<file path="src/rtl/uart_rx_if.sv">
// uart_rx_if: serial line and tick in, received word and done strobe out.
interface uart_rx_if #(parameter int NB_DATA = 8);
    logic i_bit;
    logic i_tick;
    logic o_done_data;
    logic [NB_DATA-1:0] o_data;
    modport master(output i_bit, i_tick, input o_done_data, o_data);
    modport slave(input i_bit, i_tick, output o_done_data, o_data);
endinterface

</file>
<file path="src/rtl/uart_rx.sv">
// uart_rx: oversampled UART receiver, mid-bit sampling, LSB-first, one-clock done strobe.
module uart_rx #(
    parameter int NB_DATA = 8,
    parameter int SB_TICK = 16
) (
    input logic      i_clk,
    input logic      i_rst,
    uart_rx_if.slave bus
);
    localparam int SW = $clog2(SB_TICK) > 4 ? $clog2(SB_TICK) : 4;
    localparam int NW = NB_DATA > 1 ? $clog2(NB_DATA) : 1;
    typedef enum logic [1:0] {IDLE, START, DATA, STOP} state_t;
    state_t state_q, state_d;
    logic [SW-1:0] s_q, s_d;
    logic [NW-1:0] n_q, n_d;
    logic [NB_DATA-1:0] sh_q, sh_d, data_q, data_d;
    logic done_q, done_d;
    always_ff @(posedge i_clk or negedge i_rst)
        if (!i_rst) begin
            state_q <= IDLE;
            s_q     <= '0;
            n_q     <= '0;
            sh_q    <= '0;
            data_q  <= '0;
            done_q  <= 1'b0;
        end else begin
            state_q <= state_d;
            s_q     <= s_d;
            n_q     <= n_d;
            sh_q    <= sh_d;
            data_q  <= data_d;
            done_q  <= done_d;
        end
    always_comb begin
        state_d = state_q;
        s_d     = s_q;
        n_d     = n_q;
        sh_d    = sh_q;
        data_d  = data_q;
        done_d  = 1'b0;
        case (state_q)
            IDLE:
                if (!bus.i_bit) begin
                    state_d = START;
                    s_d     = '0;
                end
            START:
                if (bus.i_tick) begin
                    if (s_q == SW'(7)) begin
                        // a line that is high again at mid start bit was only a glitch
                        state_d = bus.i_bit ? IDLE : DATA;
                        s_d     = '0;
                        n_d     = '0;
                    end else
                        s_d = s_q + SW'(1);
                end
            DATA:
                if (bus.i_tick) begin
                    if (s_q == SW'(15)) begin
                        s_d     = '0;
                        sh_d    = {bus.i_bit, sh_q[NB_DATA-1:1]};
                        state_d = (n_q == NW'(NB_DATA - 1)) ? STOP : DATA;
                        n_d     = (n_q == NW'(NB_DATA - 1)) ? n_q : n_q + NW'(1);
                    end else
                        s_d = s_q + SW'(1);
                end
            STOP:
                if (bus.i_tick) begin
                    if (s_q == SW'(SB_TICK - 1)) begin
                        state_d = IDLE;
                        s_d     = '0;
                        data_d  = sh_q;
                        done_d  = 1'b1;
                    end else
                        s_d = s_q + SW'(1);
                end
            default: state_d = IDLE;
        endcase
    end
    assign bus.o_done_data = done_q;
    assign bus.o_data      = data_q;
endmodule

</file>
<file path="src/flat_wrapper.sv">
// flat-port wrapper written by rule: the top's interface ports become plain ports
module uart_rx_flat 
#(
    parameter int NB_DATA = 8,
    parameter int SB_TICK = 16
)
  (i_clk, i_rst, bus_i_bit, bus_i_tick, bus_o_done_data, bus_o_data);
  uart_rx_if #(.NB_DATA(NB_DATA)) bus_i ();
  input logic i_clk;
  input logic i_rst;
  input wire logic [$bits(bus_i.i_bit)-1:0] bus_i_bit;
  input wire logic [$bits(bus_i.i_tick)-1:0] bus_i_tick;
  output wire logic [$bits(bus_i.o_done_data)-1:0] bus_o_done_data;
  output wire logic [$bits(bus_i.o_data)-1:0] bus_o_data;
  assign bus_i.i_bit = bus_i_bit;
  assign bus_i.i_tick = bus_i_tick;
  assign bus_o_done_data = bus_i.o_done_data;
  assign bus_o_data = bus_i.o_data;
  uart_rx #(.NB_DATA(NB_DATA), .SB_TICK(SB_TICK)) u_core (.i_clk(i_clk), .i_rst(i_rst), .bus(bus_i));
endmodule
</file>
<file path="config.mk">
export PLATFORM = sky130hd
export DESIGN_NAME = uart_rx_flat
export DESIGN_NICKNAME = d
export VERILOG_FILES = /design/src/rtl/uart_rx_if.sv /design/src/rtl/uart_rx.sv /design/src/flat_wrapper.sv
export SDC_FILE = /design/constraint.sdc
export NUM_CORES = 1
export LEC_CHECK = 0
export BUFFER_PORTS_ARGS = -buffer_cell sky130_fd_sc_hd__buf_2
export CAP_MARGIN = 20
export CORE_MARGIN = 1
export CORE_UTILIZATION = 30
export CTS_CLUSTER_SIZE = 8
export DETAILED_ROUTE_END_ITERATION = 10
export HOLD_SLACK_MARGIN = 0.05
export SYNTH_ARGS = -nofsm -noshare
export SYNTH_HDL_FRONTEND = slang
export SYNTH_SLANG_ARGS = --single-unit
</file>
<file path="constraint.sdc">
create_clock -name i_clk -period 2.1 [get_ports i_clk]
set_clock_uncertainty 0.2 [all_clocks]
set_input_delay 0.105 -clock i_clk [delete_from_list [all_inputs] [get_ports i_clk]]
set_output_delay 0.105 -clock i_clk [all_outputs]
set_load 0.03 [all_outputs]
</file>
# After elaboration in Yosys (flattened, before gate mapping)
# Index checks and enable logic that the tools add are counted.
# word_totals
word_cells,56
in_bits,4
regBits,26
# classes
n_addsub,2
eq_ne,15
n_reduce_logical,8
muxes,25
# op_table
cell,n
4-bit 2-to-1 mux,5
2-bit 2-to-1 mux,8
3-bit 2-to-1 mux,5
4-bit one-hot mux with 3 select lines,1
2-bit != test (second input constant),5
3-bit AND reduction,3
2-bit by 1-bit != test with 1-bit output (second input constant),4
2-bit one-hot mux with 4 select lines,1
7-bit AND reduction,1
3-bit one-hot mux with 2 select lines,1
6-bit AND reduction,1
4-bit by 1-bit adder with 4-bit output (second input constant),1
2-bit equality test (second input constant),2
4-bit by 3-bit equality test with 1-bit output (second input constant),1
4-bit equality test (second input constant),1
1-bit 2-to-1 mux,4
3-bit by 1-bit adder with 3-bit output (second input constant),1
3-bit equality test (second input constant),1
2-bit by 1-bit equality test with 1-bit output (second input constant),1
2-bit zero test,1
2-bit nonzero test,1
2-bit OR reduction,1

# Logic depth before layout (Yosys ltp)
# depth
ltp_word,5
ltp_mapped,5
ltp_nobuf,5

# Worst setup path before layout
# Ideal clock, no wire load.
# synth_path
kind,reg2reg
from,register u_core.n_q[0]
to,register u_core.n_q[1]
t_arrival_ps,1469
setup_time_ps,125
required_ps,1775
n_path_buf,0
path_stages_with_launch,5
period_less_slack_ps,1794
setup_slack_ps,306
cell_sequence,dfrtp_1 -> ha_1 -> ha_1 -> nor4_4 -> mux2_2
# synth_via
elab_chain_cells,5
elab_cells_between_ends,8
# synth_lines
element,line,rtl
"start, declared",uart_rx.sv:15,"logic [NW-1:0] n_q, n_d;"
"start signal, assigned",uart_rx.sv:29,n_q <= n_d;
3-bit by 1-bit adder with 3-bit output,uart_rx.sv:63,n_d = (n_q == NW'(NB_DATA - 1)) ? n_q : n_q + NW'(1);
3-bit 2-to-1 mux,uart_rx.sv:63,
3-bit 2-to-1 mux,uart_rx.sv:59,if (s_q == SW'(15)) begin
3-bit 2-to-1 mux,uart_rx.sv:58,if (bus.i_tick) begin
3-bit one-hot mux with 2 select lines,uart_rx.sv:41,case (state_q)
# Parallel ways exist; a longest one is shown, timed or not. The select of a mux whose other input is x is not followed.
# A chain may end at the register's enable or synchronous reset.

# Worst setup path in the final report
# layout_path
from,register u_core.n_q[0]
to,register u_core.n_q[2]
# Same word-level chain as after synthesis.

==> key figures <==
Synthesis
  – Syn_area_per_cell: 13.6 sq um
  – Predominant post-synthesis flop cell: dfrtp_1
  – Synth area leaders: dfrtp_1, mux2_2, ha_1, o311ai_0, o21ai_0
  – Synth top cells by count: dfrtp_1, mux2_2, o21ai_0
  – Post-Syn Instances: 88
  – Most common cell in the synthesized netlist: dfrtp_1
  – Distinct cells, synth: 29
  – Number of synthesized flops with an enable pin: 0
  – Largest area contributor in the netlist: dfrtp_1
  – Yosys reg bits: 26
  – Synth top area share: 0.544
  – Cell area after synthesis: 1200 sq um
  – YS warnings: 0
  – Post-synthesis sequential area ratio: 0.544
  – Fraction of registers with async set/reset: 1.00
  – Mapped Nets: 95

Critical path
  – Most Frequent Cell on Critical Path: ha_1
  – Cell Chain, Critical Path: ha_1, ha_1, nor4_4, mux2_2
  – Crit path largest cell delay: 410 ps
  – Crit path DAT: 1850 ps
  – Setup crit start kind: flop
  – CP Data Required Time: 2060 ps
  – Largest fanout on the critical path: 3
  – Critical-path top delay cell: dfrtp_1
  – WS Path Type: flop to flop
  – Crit end category: flop

Timing
  – Final setup viols: 0
  – Setup_tns: 0 ps
  – RSZ-0062 raised after global routing: false
  – Actual slew at the worst max-slew pin: 562 ps
  – Final Critical Period: 1890 ps
  – Final worst-path cycle share: 0.901
  – Max Fclk: 0.529 GHz
  – Final Hold Fails: 0
  – Max-slew headroom: 0.625
  – Slew Limit Fails: 0

CTS
  – CTS Buf Count: 3
  – Clock Tree Buf Depth: 2
  – Clk_lat worst skew: 270 ps
  – CTS Root Cell: clkbuf_8
  – CTS clk-pin slew, worst paths: 90 ps
  – CTS tree: built
  – Clk sinks: 26
  – Setup bufs post-CTS: 0
  – CTS HTree Levels: 1

Detailed routing
  – DR vias/cell: 5.00
  – # DRC: 0
  – Wirelength per Cell: 13.0 um
  – Initial DRC count: 19
  – Vias: 755
  – Detailed-route wire length: 1970 um
  – Antenna-violating nets left: 0
  – DRT Pass-1 Iters: 4

Floorplan
  – Die Wd: 65.1 um
  – Die H: 65.1 um
  – CORE AREA: 3740 sq um
  – FP Rows: 22
  – Initial core utilization: 0.320
  – Area of the die: 4240 sq um
  – Num ports: 13

GRT
  – Gr busiest metal: met2
  – Met1 usage: 0.123
  – Met2 GRT Util: 0.178
  – Met3 Track Usage GR: 0.0122
  – GR Overflow Total: 0
  – Initial antenna violation count: 0
  – GR Util All Layers: 0.106
  – Vias in the first global route: 779
  – First-pass GRT wire length: 3420 um
  – Largest net degree at the start of global routing: 27

Pwr
  – Combinational Power Share: 0.191
  – P_int: 0.000911 W
  – Maximum VDD drop: 0.273 mV
  – Pwr/cell area: 946 nW/um^2
  – Switching share of power: 0.310
  – Flop pwr share: 0.500
  – Sw Pwr: 0.000410 W
  – Clock network power share: 0.310
  – Leakage: 0.659 nW

Finish
  – Antenna cells: 0
  – FILL cells: 394
  – Layout cells sized above 1: 0.379
  – Fin cells: 151
  – Area Growth Syn to Fin: 16.7%
  – Final #Nets: 111

Status
  – Status: finished, final reports clean

Place
  – Placer congestion estimate: 0.795
  – Placed cells: 144
  – Final HPWL from detailed placement: 1350 um
  – PortBufs: 12

Job
  – Max_cap viols: 0

Hold path
  – Hold Path Class: input pin to async pin
## critical path, delay by kind of cell (launching register included)
kind,cells,cell delay (ps)
and+or+nand+nor,1,360
DFF,1,410
adders and majority gates,2,440
muxes,1,370
## per-stage QoR
| step | worst slack [ps] | utilization | cell area (sq um) | total power (W) | hold slack [ps] |
|---|---|---|---|---|---|
| floorplan | 306 | - | 1200 | 0.000858 | -391 |
| CTS | 186 | 0.373 | 1400 | 0.00134 | 171 |
| detailed placement | 201 | 0.346 | 1290 | 0.000913 | -64.4 |
| finish | 208 | 0.373 | 1400 | 0.00132 | 157 |
| global route | 139 | 0.373 | 1400 | 0.00140 | 222 |
| global placement | 236 | 0.346 | 1290 | 0.000900 | -71.2 |
## metal layers
metal / routed length [um] / up-vias
met1: 904 / 378
li1: - / 361
met4: 38 / 0
met5: 0 / -
met3: 57 / 2
met2: 967 / 14
## cell type report
class,count,area (sq um),area share
Sequential cell,26,651,0.466
Clock inverter,1,30.0,0.0215
Inverter,2,7.51,0.00538
Tap cell,48,60.1,0.0430
Multi-Input combinational cell,55,509,0.365
Clock buffer,3,41.3,0.0296
Timing Repair Buffer,16,97.6,0.0699
## repair_timing
action,4_1_cts,5_1_grt
endpoints found under the hold margin,33,0
hold buffers,3,0
gates resized for setup,0,0
## sequential cells by signal, indices dropped and copies added (netlist names), named ones only
| signal | count |
|---|---|
| u_core.bus.o_data | 8 |
| u_core.bus.o_done_data | 1 |
| u_core.sh_q | 8 |
| u_core.s_q | 4 |
| u_core.n_q | 3 |
| u_core.state_q | 1 |
## cells in the final DEF, fill, tap and decap left out, types with 2 or more instances in the layout
cell / instances
nand3_1: 2
mux2_2: 18
dfrtp_1: 26
nand2_1: 2
o31a_1: 2
o311ai_0: 4
dlygate4sd3_1: 3
mux2i_1: 2
o21ai_0: 5
ha_1: 3
clkbuf_8: 3
nor2_1: 3
inv_1: 2
buf_2: 12
## final timing paths
kind	cells after the start	to	slack, ps	from
min in group i_clk	1	u_core.bus.o_data[0]	310	u_core.bus.o_data[0]
min	2	u_core.n_q[0]	160	i_rst
max in group asynchronous	2	u_core.sh_q[2]	1170	i_rst
max reg2reg	4	u_core.n_q[2]	210	u_core.n_q[0]
min reg2reg	1	u_core.bus.o_data[0]	310	u_core.bus.o_data[0]
max	4	u_core.n_q[2]	210	u_core.n_q[0]
## power groups by stage
stage	registers, W	logic (W)	clock network [W]
after floorplan	0.000606	0.000252	0
after global placement	0.000664	0.000235	0
after detailed placement	0.000670	0.000243	0
after CTS	0.000659	0.000254	0.000424
after global routing	0.000670	0.000281	0.000449
final	0.000660	0.000252	0.000409
## kinds of logic (layout without fill, tap and decap cells)
logic type	after synthesis	after routing	share of synthesized area
compound gates	17	17	0.107
buf+inv	7	22	0.0303
simple gates	14	14	0.0942
fa+ha+maj	3	3	0.0314
flops	26	26	0.544
xor+xnor	1	1	0.00732
mux	20	20	0.186
No activity file was read; power rests on OpenSTA's default activity.
